==> src/rtl/gnn_pkg.sv <==
// gnn_pkg: shared sizes, state encoding and
// helpers for the graph feature aggregator.
package gnn_pkg;

  localparam int NUM_NODES = 4;
  localparam int FEAT_N    = 4;
  localparam int RELU_W    = 15;
  localparam int AGGR_W    = 17;
  localparam int ID_W      = 2;

  typedef enum logic [1:0] {
    COLLECT = 2'd0,
    COMPUTE = 2'd1,
    EMIT    = 2'd2
  } state_e;

  // Negative features must never reach the sums.
  function automatic logic [RELU_W-1:0] relu_clamp(
    input logic [RELU_W-1:0] v
  );
    return v[RELU_W-1] ? '0 : v;
  endfunction

endpackage

==> src/rtl/gnn_aggr_sum.sv <==
// gnn_aggr_sum: masked sum of four non-negative
// features, zero-extended to the aggregate width.
module gnn_aggr_sum
  import gnn_pkg::*;
(
  input  logic [RELU_W-1:0] src0_i,
  input  logic [RELU_W-1:0] src1_i,
  input  logic [RELU_W-1:0] src2_i,
  input  logic [RELU_W-1:0] src3_i,
  input  logic [3:0]        mask_i,
  output logic [AGGR_W-1:0] sum_o
);

  logic [AGGR_W-1:0] t0;
  logic [AGGR_W-1:0] t1;
  logic [AGGR_W-1:0] t2;
  logic [AGGR_W-1:0] t3;

  // Gate each source by its adjacency bit, then add.
  always_comb begin
    t0    = mask_i[0] ? AGGR_W'(src0_i) : '0;
    t1    = mask_i[1] ? AGGR_W'(src1_i) : '0;
    t2    = mask_i[2] ? AGGR_W'(src2_i) : '0;
    t3    = mask_i[3] ? AGGR_W'(src3_i) : '0;
    sum_o = t0 + t1 + t2 + t3;
  end

endmodule

==> src/rtl/gnn_aggregator.sv <==
// gnn_aggregator: collects one feature vector per
// node, then emits adjacency-weighted sums per node.
module gnn_aggregator #(
  parameter int          NUM_NODES = gnn_pkg::NUM_NODES,
  parameter logic [15:0] ADJ_RESET = 16'hFFFF
) (
  input  logic               clk,
  input  logic               rst_n,
  input  logic               in_valid,
  input  logic [1:0]         in_node_id,
  input  logic signed [14:0] y4_relu,
  input  logic signed [14:0] y5_relu,
  input  logic signed [14:0] y6_relu,
  input  logic signed [14:0] y7_relu,
  output logic               in_ready,
  input  logic               adj_load,
  input  logic [15:0]        adj_data,
  output logic               out_valid,
  input  logic               out_ready,
  output logic [1:0]         out_node_id,
  output logic signed [16:0] y4_aggr,
  output logic signed [16:0] y5_aggr,
  output logic signed [16:0] y6_aggr,
  output logic signed [16:0] y7_aggr,
  output logic               frame_done
);

  localparam int FEAT_N = gnn_pkg::FEAT_N;
  localparam int RELU_W = gnn_pkg::RELU_W;
  localparam int AGGR_W = gnn_pkg::AGGR_W;
  localparam logic [1:0] LAST_DST = 2'(NUM_NODES - 1);

  typedef gnn_pkg::state_e state_e;

  typedef logic [FEAT_N-1:0][NUM_NODES-1:0][RELU_W-1:0] buf_t;
  typedef logic [FEAT_N-1:0][AGGR_W-1:0] aggr_t;

  state_e                state_q, state_d;
  logic [NUM_NODES-1:0]  recv_q, recv_d;
  logic [1:0]            dst_q, dst_d;
  buf_t                  buf_q, buf_d;
  logic [15:0]           adj_sh_q, adj_sh_d;
  logic [15:0]           adj_act_q, adj_act_d;
  logic                  oval_q, oval_d;
  logic [1:0]            oid_q, oid_d;
  aggr_t                 aggr_q, aggr_d;
  logic                  done_q, done_d;

  logic [FEAT_N-1:0][RELU_W-1:0] feat_in;
  aggr_t                         sum;
  logic [3:0]                    row;

  assign feat_in[0] = y4_relu;
  assign feat_in[1] = y5_relu;
  assign feat_in[2] = y6_relu;
  assign feat_in[3] = y7_relu;

  assign row = adj_act_q[{dst_q, 2'b00} +: 4];

  for (genvar f = 0; f < FEAT_N; f++) begin : g_sum
    gnn_aggr_sum u_sum (
      .src0_i (buf_q[f][0]),
      .src1_i (buf_q[f][1]),
      .src2_i (buf_q[f][2]),
      .src3_i (buf_q[f][3]),
      .mask_i (row),
      .sum_o  (sum[f])
    );
  end

  assign in_ready    = (state_q == gnn_pkg::COLLECT);
  assign out_valid   = oval_q;
  assign out_node_id = oid_q;
  assign y4_aggr     = aggr_q[0];
  assign y5_aggr     = aggr_q[1];
  assign y6_aggr     = aggr_q[2];
  assign y7_aggr     = aggr_q[3];
  assign frame_done  = done_q;

  // Next-state: capture, per-destination sum, emit.
  always_comb begin
    state_d   = state_q;
    recv_d    = recv_q;
    dst_d     = dst_q;
    buf_d     = buf_q;
    adj_sh_d  = adj_load ? adj_data : adj_sh_q;
    adj_act_d = adj_act_q;
    oval_d    = oval_q;
    oid_d     = oid_q;
    aggr_d    = aggr_q;
    done_d    = 1'b0;
    unique case (state_q)
      gnn_pkg::COLLECT: begin
        if (in_valid) begin
          for (int f = 0; f < FEAT_N; f++) begin
            buf_d[f][in_node_id] =
              gnn_pkg::relu_clamp(feat_in[f]);
          end
          recv_d[in_node_id] = 1'b1;
        end
        if (&recv_q) begin
          state_d   = gnn_pkg::COMPUTE;
          adj_act_d = adj_sh_d;
          dst_d     = '0;
        end
      end
      gnn_pkg::COMPUTE: begin
        aggr_d  = sum;
        oid_d   = dst_q;
        oval_d  = 1'b1;
        state_d = gnn_pkg::EMIT;
      end
      gnn_pkg::EMIT: begin
        if (out_ready) begin
          oval_d = 1'b0;
          if (dst_q == LAST_DST) begin
            state_d = gnn_pkg::COLLECT;
            recv_d  = '0;
            done_d  = 1'b1;
          end else begin
            dst_d   = dst_q + 2'd1;
            state_d = gnn_pkg::COMPUTE;
          end
        end
      end
      default: begin
        state_d = gnn_pkg::COLLECT;
      end
    endcase
  end

  // State and datapath registers.
  always_ff @(posedge clk or negedge rst_n) begin
    if (!rst_n) begin
      state_q   <= gnn_pkg::COLLECT;
      recv_q    <= '0;
      dst_q     <= '0;
      buf_q     <= '0;
      adj_sh_q  <= ADJ_RESET;
      adj_act_q <= ADJ_RESET;
      oval_q    <= 1'b0;
      oid_q     <= '0;
      aggr_q    <= '0;
      done_q    <= 1'b0;
    end else begin
      state_q   <= state_d;
      recv_q    <= recv_d;
      dst_q     <= dst_d;
      buf_q     <= buf_d;
      adj_sh_q  <= adj_sh_d;
      adj_act_q <= adj_act_d;
      oval_q    <= oval_d;
      oid_q     <= oid_d;
      aggr_q    <= aggr_d;
      done_q    <= done_d;
    end
  end

endmodule
==> config.mk <==
export PLATFORM = sky130hd
export DESIGN_NAME = gnn_aggregator
export DESIGN_NICKNAME = d
export VERILOG_FILES = /design/src/rtl/gnn_pkg.sv /design/src/rtl/gnn_aggr_sum.sv /design/src/rtl/gnn_aggregator.sv
export SDC_FILE = /design/constraint.sdc
export NUM_CORES = 1
export LEC_CHECK = 0
export CAP_MARGIN = 15
export CORE_MARGIN = 1
export CORE_UTILIZATION = 54
export CTS_CLUSTER_DIAMETER = 150
export DETAILED_ROUTE_END_ITERATION = 10
export PLACE_DENSITY = 0.78
export RECOVER_POWER = 100
export REMOVE_ABC_BUFFERS = 1
export SYNTH_ARGS = -nofsm -noshare
export SYNTH_HDL_FRONTEND = slang
export SYNTH_SLANG_ARGS = --single-unit
==> constraint.sdc <==
create_clock -name clk -period 4.6 [get_ports clk]
set_input_delay 0.92 -clock clk [delete_from_list [all_inputs] [get_ports clk]]
set_output_delay 0.92 -clock clk [all_outputs]
set_load 0.05 [all_outputs]
==> reports/metrics.cfg, run 1 <==
[floorplanning]
pin_count=156
initial_utilization_pct=55.4
die-height_um=191
die_area_sq_um=36500
core_sq_um=34900
fp.dieW_um=191
rows=68

[detailed_routing]
vias_per_cell=5.49
drc=0
totalWireLength_um=44400
dr.pass1.iters=5
via_count=14521
antenna_left=0
wl_per_cell_um=16.8
first_iter_violations=899

[place]
finalWeightedCongestion=0.865
io_buffers=151
place_ws_ns=0.0701
dp_cells=2574
dp_hpwl_um=29800

[sta]
hold_viol=0
fin_crit_sh_pct=96.1
finalSetupViolCount=0
finalClockSkew_ns=0.0157
max_slew_margin_pct=-96.4
fin_ws_ns=0.180
finalCriticalPeriod_ns=4.42
worst_slew_pin_slew_ns=2.94
slew_viol_final=540
tns_ns=0
rsz0062_at_grt=no
max_freq_mhz=226

[logic_synthesis]
async_flop_share_pct=100
synth.yosys.seq_area_share_pct=43.2
syn_inst=2047
synth.top_cell.area_share_pct=38.9
synth_edf_count=0
synth_area_leaders=dfrtp_1, fa_1, nand2_1
ys_seq_elements=332
synth_top_area_cell=dfrtp_1
syn-cell-area_sq_um=19300
synth_ff_type=dfrtp_1
postSynthAreaPerCell_sq_um=9.44
yosysWarnings=0
ys_types=73

[final_layout]
final_layout_size_suffix_gt1_share_pct=7.35
syn2layout_area_growth_pct=16.7
final_nets=2418
fin_cells=2645
antennaDiodeCount=0
layout_commonest_cell=nand2_1
final_cell_mix=nand2_1, dfrtp_1, o21ai_0

[worst_hold_path]
hold_path_end=y6_aggr[1]
min_from=y6_aggr[1]
hold_path.class=reg -> reg
min_path_cells=2

[grt]
grt_pass1_vias=15061
grtUsageTotal_pct=25.9
grt_max_degree=115
grt_overflow=0
grt_pass1_wl_um=75600
antenna_found_initial=1

[worst_setup_path]
arrival_ns=4.83
r2r_end=y6_aggr[11]
critPathRequiredTime_ns=5.01
crit_path_end_kind=flip-flop
crit_type=reg -> reg
worstRegToRegCells=12
ff2ff_setup_slack_ns=0.18
start_kind=flip-flop
worstPathMaxFanout=25
rr_startpoint=dst_q[0]

[clocking]
insertion_delay_ns=0.52
cts.path.max_buffers=3
cts.sinks=332
cts-htree-levels=2
clkTransAtPathRegs_ns=0.06
cts-root-buf=clkbuf_16
cts_tree=yes
hold_buffers=0
cts_made_buffers=38

[power]
p_leak_nw=10.8
power.total_mw=17.4
peakVddDrop_mv=0.481
p_per_area_nw_per_um2=773

[run_status]
violations=capacitance limit, slew limit
status=finished with violations

[run]
maxCapViolCount=6

[logic make-up (layout without fill, tap and decap cells)]
family	Yosys count	in the layout	synth area share, %
xor gates and xnor gates	17	17	0.771
other	1	4	0.0194
muxes	42	42	2.66
and+or+nand+nor	734	734	18.3
AOI/OAI and AO/OA	436	436	13.1
buffers and inverters	312	452	6.35
adders and majority gates	173	173	15.6
DFF	332	332	43.2
[per-stage QoR]
step | utilization [%] | area [sq um] | hold slack, ns
2_1_floorplan | - | 18900 | 0.442
3_3_place_gp | 61.0 | 21300 | 0.454
3_5_place_dp | 61.0 | 21300 | 0.462
4_1_cts | 64.7 | 22600 | 0.475
5_1_grt | 64.6 | 22500 | 0.493
6_report | 64.6 | 22500 | 0.464
[power by group]
group          leakage, nW  internal (mW)  switching [mW]  total, mW
sequential            4.25           4.20           0.636       4.84
combinational         5.91           3.55            5.92       9.46
clock                0.635           1.92            1.20       3.12
total                 10.8           9.67            7.75       17.4
[critical path, stage by stage (launching register included)]
cell	delay [ns]
dfrtp_2	0.44
mux4_2	0.58
buf_12	0.19
and2_1	0.18
fa_1	0.55
fa_1	0.42
ha_1	0.25
fa_1	0.49
a211oi_1	0.30
o21bai_1	0.18
a21bo_2	0.27
and4b_1	0.18
a211o_1	0.26
[synthesized netlist by cell type (all sizes together) (4+ instances only)]
cell,instances
nand3,23
xor2,6
mux2,34
o21ai,283
mux2i,4
nor3,9
nor2b,4
a211o,4
nor3b,15
a21oi,41
nand3b,7
nor4b,4
mux4,4
nand2,398
buf,41
o21a,8
a211oi,21
inv,203
a31oi,9
ha,61
dfstp,32
a21o,20
xnor2,11
fa,112
and2,149
o211ai,7
dfrtp,300
or4,5
nor2,38
o31ai,6
clkbuf,68
o21bai,7
nand2b,60
[per-layer routing]
| layer | vias to the layer above | share of wire, % | wire length [um] | GRT usage, % |
|---|---|---|---|---|
| met1 | 7150 | 43 | 19200 | 34.6 |
| met3 | 69 | 5.7 | 2520 | 3.86 |
| met2 | 392 | 49 | 21800 | 44.1 |
| met4 | 0 | 2.1 | 928 | 6.78 |
| met5 | - | 0 | 0 | 0 |
| li1 | 6910 | - | - | - |
[area by class of cell]
| class | instances | area [sq um] |
|---|---|---|
| fill | 2792 | 12300 |
| multi-input combinational | 1406 | 9810 |
| sequential | 332 | 8350 |
| timing repair buffer | 181 | 1770 |
| clock buffer | 53 | 1080 |
| inverter | 203 | 762 |
| tap | 455 | 569 |
| clock inverter | 15 | 211 |
[how the worst max path moves through the flow]
stage	start	to	slack, ns	cells past startpoint
after floorplan	dst_q[0]	y5_aggr[15]	0.06	11
after global placement	dst_q[0]	y6_aggr[11]	0.17	12
after detailed placement	dst_q[0]	y4_aggr[15]	0.07	13
after CTS	dst_q[0]	y4_aggr[15]	0.03	13
after global routing	dst_q[0]	y5_aggr[13]	0.008	15
final	dst_q[0]	y6_aggr[11]	0.18	12
[registers in the layout (all words and copies together) (netlist names), 4 cells and up]
signal / flops
y4_aggr: 16
y6_aggr: 16
y7_aggr: 16
buf_q: 224
adj_sh_q: 16
adj_act_q: 16
recv_q: 4
y5_aggr: 16
[what timing repair did]
| item | 4_1_cts | 5_1_grt |
|---|---|---|
| buffers inserted | 0 | 1 |
| setup endpoints to repair | 0 | 20 |
| resized for setup | 0 | 3 |
No activity file was read; power rests on OpenSTA's default activity.
==> run 2: changes to the inputs <==
--- a/config.mk
+++ b/config.mk
@@ -6,6 +6,7 @@
 export NUM_CORES = 1
 export LEC_CHECK = 0
 export CAP_MARGIN = 15
+export CORE_ASPECT_RATIO = 1.5
 export CORE_MARGIN = 1
 export CORE_UTILIZATION = 54
 export CTS_CLUSTER_DIAMETER = 150
==> run 2 against run 1 <==
The flow still finishes with violations (capacitance limit, slew limit). Critical path depth is the same. Routed wire length grew 0.31%. Global-route usage shrank 0.27 points. Die area is essentially flat. Cell count grew 0.38%. First-iteration DRC count shrank 38%. Via count shrank 0.41%. Cell area shrank 0.80%. Count of clock-buffer cells in the layout shrank 11. Sequential share of layout area grew 0.30 points. Worst setup slack lost 0.028 ns. Critical endpoint unchanged. Highest routed layer is now met5.
==> reports/metrics.cfg, run 2 (synthesis results as in run 1) <==
[run_status]
status=finished with violations
violations=capacitance limit, slew limit

[clocking]
hold_buffers=0
insertion_delay_ns=0.59
cts-root-buf=clkbuf_16
clkTransAtPathRegs_ns=0.07
cts_made_buffers=31
cts_tree=yes
cts.sinks=332
cts-htree-levels=1
cts.path.max_buffers=3

[grt]
grt_pass1_wl_um=74300
grt_max_degree=113
grt_overflow=0
antenna_found_initial=1
grt_pass1_vias=15335
grtUsageTotal_pct=25.6

[sta]
hold_viol=0
finalClockSkew_ns=0.0183
finalCriticalPeriod_ns=4.45
tns_ns=0
slew_viol_final=491
max_freq_mhz=225
max_slew_margin_pct=-94.7
fin_crit_sh_pct=96.7
fin_ws_ns=0.152
worst_slew_pin_slew_ns=2.91
finalSetupViolCount=0

[worst_setup_path]
arrival_ns=4.91
r2r_end=y6_aggr[11]
rr_startpoint=dst_q[0]
start_kind=flip-flop
crit_path_end_kind=flip-flop
worstPathMaxFanout=11
crit_type=reg -> reg
ff2ff_setup_slack_ns=0.15
critPathRequiredTime_ns=5.06
worstRegToRegCells=12

[run]
maxCapViolCount=6

[floorplanning]
die-height_um=234
core_sq_um=35100
initial_utilization_pct=55.0
fp.dieW_um=156
die_area_sq_um=36600
pin_count=156
rows=84

[power]
pwr-share-clk_pct=15.8
power.total_mw=17.0
p_leak_nw=10.7
p_int_mw=9.30
p_per_area_nw_per_um2=759
p_seq_share_pct=28.4
pwr-share-comb_pct=55.8
peakVddDrop_mv=0.352
switching_share_pct=45.3
switching_power_mw=7.69

[detailed_routing]
wl_per_cell_um=16.8
dr.pass1.iters=6
totalWireLength_um=44600
vias_per_cell=5.45
via_count=14461
antenna_left=0
drc=0
first_iter_violations=554

[place]
dp_hpwl_um=31600
place_ws_ns=0.0606
io_buffers=151
finalWeightedCongestion=0.882

[final_layout]
final_cell_mix=nand2_1, dfrtp_1, o21ai_0
nFillCells=2871
regMostFlops=buf_q
antennaDiodeCount=0
layout_commonest_cell=nand2_1
largest_reg_flops=224
syn2layout_area_growth_pct=15.8
fin_util_pct=63.7
final_nets=2415
final_layout_size_suffix_gt1_share_pct=7.24

[worst_hold_path]
min_path_cells=2
hold_path_end=y4_aggr[2]
hold_path.class=reg -> reg
min_from=y4_aggr[2]

-- run 2: repair_timing --
action,CTS,global route
setup endpoints to repair,1,17
buffers inserted,1,1
gates resized for setup,0,6
pin swaps,1,1
-- run 2: critical path, stage by stage (launching register included) --
cell and delay (ns):
dfrtp_2 0.42, mux4_2 0.64, buf_4 0.23, and2_1 0.18, fa_1 0.55, fa_1 0.41, ha_1 0.25, fa_2 0.43
a211oi_1 0.31, o21bai_1 0.17, a21bo_2 0.27, and4b_1 0.19, a211o_1 0.26
-- run 2: power groups by stage --
| stage | Clock, mW | Combinational (mW) | Sequential [mW] |
|---|---|---|---|
| after floorplan | 0 | 5.91 | 5.45 |
| after CTS | 2.73 | 9.57 | 4.85 |
| after global placement | 0 | 9.19 | 4.82 |
| after detailed placement | 0 | 9.50 | 4.89 |
| after global routing | 2.85 | 10.6 | 4.98 |
| final | 2.68 | 9.48 | 4.83 |
-- run 2: stage by stage --
stage          cells  hold slack (ns)  cell area [sq um]
2_1_floorplan   1941            0.442              18900
3_3_place_gp    2596            0.453              21400
3_5_place_dp    2596            0.461              21400
4_1_cts         2653            0.439              22400
5_1_grt         2655            0.487              22400
6_report        2655            0.469              22400
-- run 2: how the worst max path moves through the flow --
stage / startpoint / to / slack (ns) / depth (start not counted)
2_1_floorplan: dst_q[0] / y5_aggr[15] / 0.06 / 11
5_1_grt: dst_q[0] / y6_aggr[11] / -0.005 / 12
4_1_cts: dst_q[0] / y5_aggr[15] / 0.04 / 12
3_5_place_dp: dst_q[0] / y5_aggr[13] / 0.06 / 12
3_3_place_gp: dst_q[0] / y5_aggr[13] / 0.1 / 12
6_report: dst_q[0] / y6_aggr[11] / 0.15 / 12
-- run 2: layout make-up --
cell class / count / area, sq um / area share, %
multi-input cells: 1406 / 9800 / 43.8
flip-flops and latches: 332 / 8350 / 37.3
repair buffers: 185 / 1800 / 8.05
clock buffers: 42 / 930 / 4.16
inverters: 203 / 762 / 3.41
well taps: 473 / 592 / 2.65
clock inverters: 14 / 134 / 0.598
-- run 2: metal layers --
layer	routed length [um]	up-vias	GRT usage, %
met5	13	-	0
met2	23500	334	46.7
met4	1660	2	10.6
met3	1770	103	2.93
li1	-	6879	-
met1	17600	7143	30.4
